## src/rtl/mem_wb_stage_pkg.sv

```systemverilog
// Shared definitions for the MEM stage: func3 codes, FSM states, access size decode and MEM/WB record.
package mem_wb_stage_pkg;

  localparam logic [2:0] F3_LB  = 3'b000;
  localparam logic [2:0] F3_LH  = 3'b001;
  localparam logic [2:0] F3_LW  = 3'b010;
  localparam logic [2:0] F3_LBU = 3'b100;
  localparam logic [2:0] F3_LHU = 3'b101;
  localparam logic [2:0] F3_SB  = 3'b000;
  localparam logic [2:0] F3_SH  = 3'b001;
  localparam logic [2:0] F3_SW  = 3'b010;

  typedef enum logic {S_IDLE = 1'b0, S_WAIT = 1'b1} state_e;

  typedef enum logic [1:0] {SZ_B, SZ_H, SZ_W} size_e;

  typedef struct packed {
    logic        reg_write;
    logic [4:0]  rd;
    logic [31:0] wb_data;
    logic        misalign;
    logic        bus_err;
  } memwb_t;

  // Reserved func3 codes fall through to word accesses.
  function automatic size_e f3_size(input logic [2:0] f3, input logic store);
    size_e sz;
    sz = SZ_W;
    if (store) begin
      case (f3)
        F3_SB:   sz = SZ_B;
        F3_SH:   sz = SZ_H;
        default: sz = SZ_W;
      endcase
    end else begin
      case (f3)
        F3_LB, F3_LBU: sz = SZ_B;
        F3_LH, F3_LHU: sz = SZ_H;
        default:       sz = SZ_W;
      endcase
    end
    return sz;
  endfunction

endpackage

```

## src/rtl/mem_wb_stage_ls_align.sv

```systemverilog
// Byte-lane steering for stores and lane extraction / extension for loads.
module ls_align
  import mem_wb_stage_pkg::*;
(
  input  logic [2:0]  func3,
  input  logic        store,
  input  logic [1:0]  addr,
  input  logic [31:0] rs2,
  input  logic [31:0] rdata,
  output logic [3:0]  be,
  output logic [31:0] wdata,
  output logic [31:0] load_ext,
  output logic        misaligned
);

  size_e       size;
  logic [7:0]  lane_b;
  logic [15:0] lane_h;

  assign size   = f3_size(func3, store);
  assign lane_b = rdata[{addr, 3'b000} +: 8];
  assign lane_h = addr[1] ? rdata[31:16] : rdata[15:0];

  always_comb begin
    be         = 4'hF;
    wdata      = rs2;
    misaligned = 1'b0;
    case (size)
      SZ_B: begin
        if (store) be = 4'b0001 << addr;
        wdata = {4{rs2[7:0]}};
      end
      SZ_H: begin
        misaligned = addr[0];
        if (store) be = 4'b0011 << addr;
        wdata = {2{rs2[15:0]}};
      end
      default: misaligned = (addr != 2'b00);
    endcase
  end

  always_comb begin
    load_ext = rdata;
    case (func3)
      F3_LB:   load_ext = {{24{lane_b[7]}}, lane_b};
      F3_LBU:  load_ext = {24'h0, lane_b};
      F3_LH:   load_ext = {{16{lane_h[15]}}, lane_h};
      F3_LHU:  load_ext = {16'h0, lane_h};
      default: load_ext = rdata;
    endcase
  end

endmodule

```

## src/rtl/mem_wb_stage.sv

```systemverilog
// MEM stage with req/ack data-memory FSM, wait-state timeout, branch resolve and MEM/WB register.
module mem_wb_stage
  import mem_wb_stage_pkg::*;
#(
  parameter int TIMEOUT_CYC = 16,
  parameter int CNT_W       = 5
) (
  input  logic        clk,
  input  logic        res,
  input  logic        RegWrite_in,
  input  logic        MemtoReg_in,
  input  logic        MemRead_in,
  input  logic        MemWrite_in,
  input  logic        Branch_in,
  input  logic        zero_in,
  input  logic [31:0] pc_in,
  input  logic [2:0]  func3_in,
  input  logic [31:0] alu_in,
  input  logic [31:0] reg2_data_in,
  input  logic [4:0]  rd_in,
  output logic        dmem_req,
  output logic        dmem_we,
  output logic [31:0] dmem_addr,
  output logic [3:0]  dmem_be,
  output logic [31:0] dmem_wdata,
  input  logic        dmem_ack,
  input  logic [31:0] dmem_rdata,
  output logic        stall_out,
  output logic        PCSrc_out,
  output logic [31:0] branch_tgt_out,
  output logic        RegWrite_out,
  output logic [4:0]  rd_out,
  output logic [31:0] wb_data_out,
  output logic        misalign_out,
  output logic        bus_err_out
);

  state_e           state, state_n;
  logic [CNT_W-1:0] cnt, cnt_n;
  logic             req_raw, timeout, memop, misaligned, mis_drop;
  logic [31:0]      load_ext;
  memwb_t           memwb, memwb_n;

  assign memop = MemRead_in | MemWrite_in;

  ls_align u_align (
    .func3      (func3_in),
    .store      (MemWrite_in),
    .addr       (alu_in[1:0]),
    .rs2        (reg2_data_in),
    .rdata      (dmem_rdata),
    .be         (dmem_be),
    .wdata      (dmem_wdata),
    .load_ext   (load_ext),
    .misaligned (misaligned)
  );

  always_comb begin
    req_raw = 1'b0;
    timeout = 1'b0;
    state_n = state;
    cnt_n   = cnt;
    case (state)
      S_IDLE: begin
        req_raw = memop & ~misaligned;
        if (req_raw && !dmem_ack) begin
          state_n = S_WAIT;
          cnt_n   = CNT_W'(1);
        end
      end
      S_WAIT: begin
        if (!dmem_ack && cnt == CNT_W'(TIMEOUT_CYC)) begin
          timeout = 1'b1;
          state_n = S_IDLE;
          cnt_n   = '0;
        end else begin
          req_raw = 1'b1;
          if (dmem_ack) begin
            state_n = S_IDLE;
            cnt_n   = '0;
          end else begin
            cnt_n = cnt + CNT_W'(1);
          end
        end
      end
      default: state_n = S_IDLE;
    endcase
  end

  always_ff @(posedge clk or posedge res) begin
    if (res) begin
      state <= S_IDLE;
      cnt   <= '0;
    end else begin
      state <= state_n;
      cnt   <= cnt_n;
    end
  end

  // Reset must kill an in-flight request without waiting for a clock edge.
  assign dmem_req       = req_raw & ~res;
  assign dmem_we        = MemWrite_in;
  assign dmem_addr      = {alu_in[31:2], 2'b00};
  assign stall_out      = dmem_req & ~dmem_ack;
  assign PCSrc_out      = Branch_in & zero_in & ~stall_out;
  assign branch_tgt_out = pc_in;

  assign mis_drop = memop & misaligned & (state == S_IDLE);

  always_comb begin
    memwb_n.reg_write = RegWrite_in & ~stall_out & ~mis_drop & ~timeout;
    memwb_n.rd        = rd_in;
    memwb_n.wb_data   = MemtoReg_in ? load_ext : alu_in;
    memwb_n.misalign  = mis_drop;
    memwb_n.bus_err   = timeout;
  end

  always_ff @(posedge clk or posedge res) begin
    if (res) memwb <= '0;
    else     memwb <= memwb_n;
  end

  assign RegWrite_out = memwb.reg_write;
  assign rd_out       = memwb.rd;
  assign wb_data_out  = memwb.wb_data;
  assign misalign_out = memwb.misalign;
  assign bus_err_out  = memwb.bus_err;

endmodule

```

## config.mk

```make
export PLATFORM = sky130hd
export DESIGN_NAME = mem_wb_stage
export DESIGN_NICKNAME = d
export VERILOG_FILES = /design/src/rtl/mem_wb_stage_pkg.sv /design/src/rtl/mem_wb_stage_ls_align.sv /design/src/rtl/mem_wb_stage.sv
export SDC_FILE = /design/constraint.sdc
export NUM_CORES = 1
export LEC_CHECK = 0
export BUFFER_PORTS_ARGS = -buffer_cell sky130_fd_sc_hd__buf_2
export CORE_AREA = 2 2 112 114
export DETAILED_ROUTE_END_ITERATION = 7
export DIE_AREA = 0 0 114 116
export PLACE_DENSITY = 0.68
export SLEW_MARGIN = 20
export SYNTH_ARGS = -nofsm -noshare
export SYNTH_HDL_FRONTEND = slang
export SYNTH_SLANG_ARGS = --single-unit
```

## constraint.sdc

```tcl
create_clock -name clk -period 7.7 [get_ports clk]
set_clock_uncertainty 0.2 [all_clocks]
set_input_delay 1.54 -clock clk [delete_from_list [all_inputs] [get_ports clk]]
set_output_delay 1.54 -clock clk [all_outputs]
set_load 0.02 [all_outputs]
```

== Yosys cells after proc, flatten, opt, wreduce, memory -nomap -nowiden ==
Cells that the tools add are included.
Word-level totals
  bits in registers: 46
  input port bits: 145
  output and inout port bits: 144
  word-level logic and storage cells: 66
Cells by class
  add/sub/neg operators: 1
  eq/ne operators: 6
  shift-type cells: 3
  muxes and demuxes: 23
  bitwise logic cells: 18
  reduce and logical (&&, ||, !) cells: 8
Operators by type and width (number)
  $pmux 32 s4: 1
  $pmux 32 s2: 1
  $mux 32: 1
  $shiftx 32x6->8: 1
  $mux 16: 1
  $mux 5: 3
  $and 1x1->1: 10
  $pmux 5 s2: 1
  $mux 4: 2
  $pmux 2 s2: 2
  $pmux 4 s2: 1
  $not 1->1: 7
  $eq 3x3->1 const B: 2
  $mux 1: 6
  $pmux 1 s2: 3
  $add 5x1->5 const B: 1
  $eq 5x5->1 const B: 1
  $reduce_or 2->1: 2
  $shl 1x2->4 const A: 1
  $shl 2x2->4 const A: 1
  $eq 3x1->1 const B: 1
  $logic_not 3->1: 1
  $eq 2x1->1 const B: 1
  $logic_and 1x1->1: 2
  other kinds (6): 6

== Logic depth before layout (Yosys ltp) ==
Gate-level depths: netlist of run 1.
  depth in word-level cells: 15
  mapped depth: 7
  gate-level depth less buffers: 6

== By module ==
A second synthesis of run 1 with hierarchy kept.
Second synthesis, totals
  cells, all modules: 402
  area, all modules: 3772.4 um^2
By module, submodules not included
  mem_wb_stage: times used 1, cells each 187, area each 2331.0 um^2, seq. area each 1151.1 um^2
  ls_align: times used 1, cells each 215, area each 1441.4 um^2, seq. area each 0.0 um^2

== Worst setup path after synthesis of run 1 ==
OpenSTA, ideal clock, no wires.
  path kind: input-to-output
  start point: input port res
  end point: output port PCSrc_out
  arrival: 3.191 ns
  required time: 5.960 ns
  slack: 2.769 ns
  cell stages on the path: 3
  path buffers: 0
  cells stage by stage: inv_1 > o311a_1 > nor2_1
Between the ends
  word-level cells in the longest chain between the ends: 5
Ends and longest elaborated chain
  start, declared: line mem_wb_stage.sv:9  | input logic res,
  $not 1->1: line mem_wb_stage.sv:101  | assign dmem_req = req_raw & ~res;
  $and 1x1->1: line mem_wb_stage.sv:101
  $and 1x1->1: line mem_wb_stage.sv:104  | assign stall_out = dmem_req & ~dmem_ack;
  net stall_out: line mem_wb_stage.sv:28  | output logic stall_out,
  $not 1->1: line mem_wb_stage.sv:105  | assign PCSrc_out = Branch_in & zero_in & ~stall_out;
  $and 1x1->1: line mem_wb_stage.sv:105
  end, declared: line mem_wb_stage.sv:29  | output logic PCSrc_out,
The timed path passes the listed nets, and every way through them passes these cells.

== Worst setup path after layout of run 1 ==
  start point: input port alu_in[1]
  end point: output port PCSrc_out
Between the ends
  word-level cells in the longest chain between the ends: 9
Ends and longest elaborated chain
  start, declared: line mem_wb_stage.sv:18  | input logic [31:0] alu_in,
  $reduce_bool 2->1: line mem_wb_stage_ls_align.sv:38  | default: misaligned = (addr != 2'b00);
  $pmux 1 s2: line mem_wb_stage_ls_align.sv:28  | case (size)
  $not 1->1: line mem_wb_stage.sv:65  | req_raw = memop & ~misaligned;
  $and 1x1->1: line mem_wb_stage.sv:65
  $pmux 1 s2: line mem_wb_stage.sv:63  | case (state)
  $and 1x1->1: line mem_wb_stage.sv:101
  $and 1x1->1: line mem_wb_stage.sv:104
  $not 1->1: line mem_wb_stage.sv:105
  $and 1x1->1: line mem_wb_stage.sv:105
No other way between the ends.

==> results.yml, run 1 <==
outcome:
  outcome: "complete, no violations"
final_layout:
  nets: 667
  area_growth_pct: 23.5
  fin_area_mm2: 0.00424
  final_cell_mix: "buf_2, nand2_1, dfrtp_1"
  drive_gt1_share_pct: 49.7
  final_common_cell: "buf_2"
detailed_routing:
  drt_iter0_drc: 178
  wl_per_cell_um: 18.5
  drc: 0
  wl_um: 12300
  via_per_inst: 4.94
  vias: 3287
  drtAntennaViolNets: 0
  drt_first_pass_iters: 4
synthesis:
  syn_avg_cell_area_um2: 9.00
  synth-main-ff-cell: "dfrtp_1"
  synth-seq-cells: 46
  synth_cell_type_count: 54
  synth_area_mm2: 0.00344
  synth-edff-count: 0
  ys_async_sr_fraction_pct: 100
  netlist_instances: 382
  ys_seq_area_share_pct: 33.5
  ys_warn_count: 0
worst_setup_path:
  crit_type: "in2out"
  start_kind: "input pin"
  required_ns: 5.96
  path_max_fanout: 19
  critPathCaptureType: "output pin"
  arrival_ns: 3.34
timing:
  slew_violations: 0
  grt_setup_unrepaired: "false"
  fin_setup_tns_ns: 0
  fin_crit_sh_pct: 66.0
  min_period_ns: 5.08
  worstMarginPinSlew_ns: 0.954
  hold_viol: 0
  final-setup-viol-count: 0
  fmax_ghz: 0.197
  slew_headroom_pct: 36.4
clock_network:
  ctsResizeCount: 0
  clock_latency_ns: 0.28
  ctsHtreeMaxLevel: 2
  cts_buffers: 5
  clock_sinks: 46
  clk_pin_slew_ns: 0.06
  cts_hold_buffers: 0
  root_buffer: "clkbuf_16"
  cts_setup_buffers: 0
  clockBufferDepth: 2
  cts_tree: "yes"
global_route:
  antenna_found_initial: 1
  grt_pass1_vias: 3244
  gr-total-overflow: 0
  grt_pass1_wl_um: 18100
  grt_start_max_net_pins: 48
  track_usage_pct: 17.5
die:
  fp-row-count: 40
  die_h_um: 116
  initial_core_util_pct: 28.9
  die_w_um: 114
  dieArea_mm2: 0.0132
  core_area_mm2: 0.0119
  io_pins: 289
place:
  port_buffers: 222
  place_congestion: 0.924
  place_area_mm2: 0.00407
  dp_hpwl_um: 10200
pwr:
  p_leak_nw: 2.19
  power.density_mw_per_mm2: 180
  vdd_ir_drop_max_mv: 0.107
job:
  cap_violations: 0
worst_hold_path:
  min_path_type: "reg2reg"
## final timing paths
kind,from,to,slack [ns],cells past startpoint
worst min register to register,cnt[4],cnt[4],0.38,2
worst max register to register,cnt[0],RegWrite_out,5.92,6
max in group asynchronous,res,wb_data_out[3],5.61,2
worst max-delay path,alu_in[1],PCSrc_out,2.62,8
worst min-delay path,cnt[4],cnt[4],0.38,2
min in group asynchronous,res,misalign_out,1.19,2
## cell families (layout without fill, tap and decap cells)
logic type / after synthesis / in the layout / synth area share, %
muxes: 27 / 27 / 8.88
and+or+nand+nor: 104 / 104 / 14.2
other: 1 / 4 / 0.109
adders and majority gates: 6 / 6 / 2.18
DFF: 46 / 46 / 33.5
xor gates and xnor gates: 1 / 1 / 0.255
buffers and inverters: 108 / 242 / 20.7
AOI/OAI and AO/OA: 89 / 89 / 20.1
## report_power, final
group / internal, mW / switching, mW / leakage, nW
combinational: 0.0891 / 0.155 / 1.55
clock: 0.153 / 0.0923 / 0.0761
sequential: 0.264 / 0.0103 / 0.558
## layout make-up
| type | instances | area (um2) |
|---|---|---|
| Antenna cell | 2 | 5.00 |
| Clock buffer | 5 | 125 |
| Clock inverter | 3 | 45.0 |
| Fill cell | 1220 | 7670 |
| Inverter | 12 | 46.3 |
| Multi-Input combinational cell | 229 | 1580 |
| Sequential cell | 46 | 1150 |
| Tap cell | 147 | 184 |
| Timing Repair Buffer | 222 | 1110 |
## state kept, by name, summed over array words and instances (netlist names)
| register | flops |
|---|---|
| RegWrite_out | 1 |
| bus_err_out | 1 |
| cnt | 5 |
| misalign_out | 1 |
| rd_out | 5 |
| state | 1 |
| wb_data_out | 32 |
## cells in the mapped netlist (all sizes together), types with 4 or more instances
| cell | instances | share of area (%) |
|---|---|---|
| a22o | 5 | 1.3 |
| o21ai | 19 | 2.9 |
| nand2b | 5 | 0.91 |
| buf | 87 | 18 |
| a221o | 13 | 3.8 |
| mux2 | 15 | 4.9 |
| clkbuf | 9 | 0.98 |
| a21oi | 19 | 3.5 |
| nor2 | 21 | 2.7 |
| nand2 | 51 | 5.6 |
| inv | 12 | 1.3 |
| nand3 | 8 | 1.2 |
| nor3 | 8 | 1.3 |
| nor2b | 4 | 0.73 |
| ha | 6 | 2.2 |
| a21o | 4 | 0.87 |
| dfrtp | 46 | 33 |
| o22ai | 7 | 1.3 |
| mux2i | 12 | 4.0 |
## routing by layer
metal	vias to the layer above	global-route usage [%]	routed length, um
li1	1529	-	-
met1	1543	19.5	4620
met2	177	31.7	6350
met3	38	3.77	992
met4	0	8.37	334
met5	-	0	0
## worst max-delay path, stage by stage
cell     delay (ns)
buf_2          0.36
inv_1          0.27
ha_1           0.31
nand3_1        0.11
o21ai_2        0.09
o311a_1        0.38
nor2_1         0.11
buf_2          0.17
## stage by stage
step | std cells | power (mW) | util [%] | hold WS [ns] | setup slack (ns)
final | 666 | 0.763 | 35.6 | 0.380 | 2.62
after global routing | 665 | 0.804 | 35.6 | 0.396 | 2.47
after global placement | 656 | 0.519 | 34.1 | 0.343 | 2.69
after CTS | 664 | 0.772 | 35.6 | 0.373 | 2.62
after floorplan | 383 | 0.463 | - | 0.320 | 2.77
after detailed placement | 656 | 0.523 | 34.1 | 0.360 | 2.63
Note: power is estimated with default switching activity, not from simulation.
==> run 2, diff against run 1 <==
--- a/config.mk
+++ b/config.mk
@@ -6,10 +6,10 @@
 export NUM_CORES = 1
 export LEC_CHECK = 0
 export BUFFER_PORTS_ARGS = -buffer_cell sky130_fd_sc_hd__buf_2
-export CORE_AREA = 2 2 112 114
+export CORE_AREA = 2 2 113 115
 export DETAILED_ROUTE_END_ITERATION = 7
-export DIE_AREA = 0 0 114 116
-export PLACE_DENSITY = 0.68
+export DIE_AREA = 0 0 115 117
+export PLACE_DENSITY = 0.69
 export SLEW_MARGIN = 20
 export SYNTH_ARGS = -nofsm -noshare
 export SYNTH_HDL_FRONTEND = slang
==> constraint.sdc (replaced) <==
create_clock -name clk -period 4.18 [get_ports clk]
set_clock_uncertainty 0.2 [all_clocks]
set_input_delay 0.836 -clock clk [delete_from_list [all_inputs] [get_ports clk]]
set_output_delay 0.836 -clock clk [all_outputs]
set_load 0.02 [all_outputs]
==> run 2 against run 1 <==
Final area is 1.6% higher; combinational power increased by 84%; non-clock buffer count up 5; register-to-register slack worse by 3.5 ns; critical path type unchanged; critical endpoint unchanged; utilization shrank 0.62 points; routed wire length rose by 1.0%; critical path depth unchanged; via count is 1.9% lower; sequential cell count is the same; worst setup slack lost 1.8 ns; final cell count up 1.1%; sequential power grew 84%.
==> results.yml, run 2 (synthesized netlist as in run 1, its figures left out) <==
final_layout:
  drive_gt1_share_pct: 50.2
  fin_cells: 673
  fillers: 1310
  nets: 672
  multi_input_area_mm2: 0.00158
  area_growth_pct: 25.4
  largest_reg_flops: 32
  final_common_cell: "buf_2"
  seq_area_mm2: 0.00115
  final_cell_mix: "buf_2, nand2_1, dfrtp_1"
die:
  fp-row-count: 41
  io_pins: 289
  dieArea_mm2: 0.0135
  die_w_um: 115
  core_area_mm2: 0.0123
  initial_core_util_pct: 27.9
  die_h_um: 117
pwr:
  p_clk_share_pct: 35.6
  p_leak_nw: 2.23
  power_frac_seq_pct: 34.1
  combPwrFrac_pct: 30.3
  finalPower_mw: 1.48
  power.density_mw_per_mm2: 343
  intPower_mw: 1.01
  swShare_pct: 31.6
  power.switching_mw: 0.468
  vdd_ir_drop_max_mv: 0.128
global_route:
  grt_pass1_wl_um: 18100
  gr-total-overflow: 0
  grt_start_max_net_pins: 47
  track_usage_pct: 17.6
  grt_pass1_vias: 3073
  antenna_found_initial: 2
worst_setup_path:
  arrival_ns: 2.31
  crit_type: "in2out"
  critPathCaptureType: "output pin"
  path_max_fanout: 11
  required_ns: 3.14
  start_kind: "input pin"
detailed_routing:
  drt_iter0_drc: 170
  via_per_inst: 4.79
  vias: 3225
  drt_first_pass_iters: 4
  wl_um: 12400
  wl_per_cell_um: 18.5
  drc: 0
  drtAntennaViolNets: 0
timing:
  final-setup-viol-count: 0
  fin_setup_tns_ns: 0
  setup_ws_ns: 0.831
  grt_setup_unrepaired: "false"
  slew_violations: 0
  slew_headroom_pct: 42.8
  worstMarginPinSlew_ns: 0.855
  hold_viol: 0
  fmax_ghz: 0.299
  fin_crit_sh_pct: 80.1
  min_period_ns: 3.35
place:
  place_congestion: 0.848
  port_buffers: 222
  dpl_worst_slack_ns: 0.839
  place_inst: 664
  dp_hpwl_um: 10300
clock_network:
  cts_buffers: 5
  clock_latency_ns: 0.29
  cts_hold_buffers: 0
  ctsResizeCount: 0
  clock_sinks: 46
  clk_pin_slew_ns: 0.07
  ctsHtreeMaxLevel: 2
  clockBufferDepth: 2
  cts_setup_buffers: 0
  root_buffer: "clkbuf_16"
  cts_tree: "yes"
worst_hold_path:
  min_path_type: "reg2reg"
outcome:
  outcome: "complete, no violations"
job:
  cap_violations: 0
-- run 2: changes by cell type in the layout (fill, tap and decap cells not counted) --
cell	previous run	this run
buf_4	0	5
bufinv_16	1	2
clkbuf_8	0	1
clkinv_2	1	0
clkinvlp_4	2	0
diode_2	2	1
inv_2	3	4
-- run 2: area by class of cell --
class | count | share of cell area [%]
clock buffers | 6 | 3.22
well taps | 150 | 4.35
diodes | 1 | 0.0581
clock inverters | 2 | 1.39
multi-input cells | 229 | 36.6
flip-flops and latches | 46 | 26.7
inverters | 12 | 1.04
repair buffers | 227 | 26.6
-- run 2: per-stage QoR --
| step | cell area [um2] | hold WS, ns | utilization [%] |
|---|---|---|---|
| 2_1_floorplan | 3440 | 0.320 | - |
| 3_3_place_gp | 4110 | 0.342 | 33.4 |
| 3_5_place_dp | 4110 | 0.350 | 33.4 |
| 4_1_cts | 4310 | 0.359 | 35.0 |
| 5_1_grt | 4310 | 0.410 | 35.0 |
| 6_report | 4310 | 0.359 | 35.0 |
-- run 2: final timing paths --
check,from,to,slack (ns),depth (start not counted)
min in group asynchronous,res,cnt[4],0.51,3
setup / recovery,alu_in[0],PCSrc_out,0.83,8
max in group asynchronous,res,wb_data_out[14],2.85,3
hold / removal,cnt[4],cnt[4],0.36,2
setup reg to reg,cnt[0],RegWrite_out,2.44,6
hold reg to reg,cnt[4],cnt[4],0.36,2
-- run 2: metal layers --
metal / wire [um] / track usage, % / part of all wire (%) / up-vias
li1: - / - / - / 1538
met1: 4860 / 20.8 / 39 / 1498
met2: 6210 / 31.5 / 50 / 154
met3: 918 / 3.35 / 7.4 / 33
met4: 427 / 7.39 / 3.4 / 2
met5: 13 / 0 / 0.10 / -
-- run 2: critical path: stages --
cell and delay [ns]:
buf_2 0.23, inv_1 0.12, ha_1 0.27, nand3_1 0.10, o21ai_2 0.09, o311a_1 0.38
nor2_1 0.12, buf_2 0.17
-- run 2: power by group through the flow --
stage | Clock, mW | Combinational (mW) | Sequential [mW]
floorplan | 0 | 0.300 | 0.553
global placement | 0 | 0.450 | 0.511
detailed placement | 0 | 0.452 | 0.512
CTS | 0.537 | 0.454 | 0.504
global route | 0.553 | 0.490 | 0.509
finish | 0.527 | 0.448 | 0.504
==> run 3, diff against run 2 <==
==> constraint.sdc (replaced) <==
create_clock -name clk -period 3 [get_ports clk]
set_clock_uncertainty 0.2 [all_clocks]
set_input_delay 0.6 -clock clk [delete_from_list [all_inputs] [get_ports clk]]
set_output_delay 0.6 -clock clk [all_outputs]
set_load 0.02 [all_outputs]
==> run 3 against run 2 <==
Via count rose by 1.5%; sequential cell count unchanged; clock power increased by 36%; sequential share of layout area is 0.30 points lower; first-iteration DRC count is 1.2% lower; routed wire length is 0.16% higher; sequential power rose by 39%; global-route usage shrank 0.18 points; non-clock buffer count increased by 7; critical path depth down 1; largest power group unchanged.
==> results.yml, run 3 (synthesized netlist as in run 1, its figures left out) <==
pwr:
  vdd_ir_drop_max_mv: 0.229
  power.density_mw_per_mm2: 472
  finalPower_mw: 2.06
  p_leak_nw: 2.26
detailed_routing:
  wl_per_cell_um: 18.3
  vias: 3272
  via_per_inst: 4.82
  wl_um: 12400
  drtAntennaViolNets: 0
  drc: 0
  drt_first_pass_iters: 4
  drt_iter0_drc: 168
worst_hold_path:
  timing.hold.worst_endpoint: "rd_out[1]"
  min_path_cells: 1
  min_path_type: "in2reg"
  hp-start: "rd_in[1]"
die:
  dieArea_mm2: 0.0135
  die_h_um: 117
  core_area_mm2: 0.0123
  initial_core_util_pct: 27.9
  die_w_um: 115
  io_pins: 289
  fp-row-count: 41
clock_network:
  clockBufferDepth: 2
  cts_tree: "yes"
  cts_hold_buffers: 0
  clock_sinks: 46
  clk_pin_slew_ns: 0.07
  clock_latency_ns: 0.29
  cts_setup_buffers: 0
  cts_buffers: 5
  ctsHtreeMaxLevel: 2
  ctsResizeCount: 0
  root_buffer: "clkbuf_16"
worst_setup_path:
  reg2reg_depth: 6
  start_kind: "flop"
  r2r-start: "cnt[0]"
  required_ns: 2.20
  crit_type: "reg2out"
  worstReg2RegEnd: "RegWrite_out"
  critPathCaptureType: "output pin"
  r2r_slack_ns: 1.26
  path_max_fanout: 4
  crit_start: "cnt[0]"
  arrival_ns: 1.85
final_layout:
  fin_cells: 679
  final_cell_mix: "buf_2, nand2_1, dfrtp_1"
  final_common_cell: "buf_2"
  area_growth_pct: 26.8
  drive_gt1_share_pct: 50.9
  largest_reg_flops: 32
  diodes: 0
  nets: 679
timing:
  worstMarginPinSlew_ns: 0.585
  fin_crit_sh_pct: 88.2
  setup_ws_ns: 0.354
  min_period_ns: 2.65
  final-setup-viol-count: 0
  fmax_ghz: 0.378
  hold_viol: 0
  grt_setup_unrepaired: "false"
  slew_headroom_pct: 61.0
  slew_violations: 0
  fin_setup_tns_ns: 0
global_route:
  grt_pass1_wl_um: 17700
  grt_start_max_net_pins: 47
  gr-total-overflow: 0
  track_usage_pct: 17.4
  grt_pass1_vias: 3094
  antenna_found_initial: 0
place:
  port_buffers: 222
  dp_hpwl_um: 10300
  place_congestion: 0.889
  dpl_worst_slack_ns: 0.348
  place_inst: 671
outcome:
  outcome: "complete, no violations"
job:
  cap_violations: 0
==> run 3: cell types whose count changed in the layout (fill, tap and decap cells not counted) <==
cell / change
buf_4: +7
clkbuf_8: -1
clkinv_4: +1
clkinvlp_4: +1
diode_2: -1
inv_2: -1
==> run 3: critical path, cell delays in order, from the launching register on <==
cell	delay, ns
dfrtp_1	0.39
inv_1	0.08
ha_1	0.19
and4bb_2	0.25
a21oi_1	0.19
o311a_1	0.25
nor2_1	0.06
buf_2	0.15
==> run 3: worst max path at each step <==
stage / to / slack (ns) / depth (start not counted)
after detailed placement: PCSrc_out / 0.35 / 8
after CTS: PCSrc_out / 0.35 / 8
after floorplan: PCSrc_out / 0.18 / 7
after global placement: PCSrc_out / 0.38 / 8
final: PCSrc_out / 0.35 / 7
after global routing: PCSrc_out / 0.23 / 8
==> run 3: power breakdown <==
| part | leakage (nW) | internal (mW) | total, mW | switching, mW |
|---|---|---|---|---|
| Clock | 0.0940 | 0.479 | 0.717 | 0.238 |
| Combinational | 1.61 | 0.239 | 0.637 | 0.398 |
| Sequential | 0.558 | 0.677 | 0.702 | 0.0254 |
==> run 3: stage by stage <==
step                      cell area, um2  util (%)  hold WS [ns]
after floorplan                     3440         -         0.320
after global placement              4170      33.8         0.348
after detailed placement            4170      33.8         0.351
after CTS                           4360      35.4         0.213
after global routing                4360      35.4         0.210
final                               4360      35.4         0.219
==> run 3: cell type report <==
cell class	instances	area, um2
clock buffer	5	125
clock inverter	3	68.8
tap	150	188
multi-input combinational	229	1580
inverter	12	48.8
fill	1292	7950
timing repair buffer	234	1200
sequential	46	1150
==> run 3: layer usage <==
metal / vias up / wire length [um] / GRT usage, %
met4: 0 / 336 / 6.59
met2: 169 / 6330 / 31.6
li1: 1552 / - / -
met3: 27 / 941 / 3.30
met1: 1524 / 4830 / 20.4
met5: - / 0 / 0
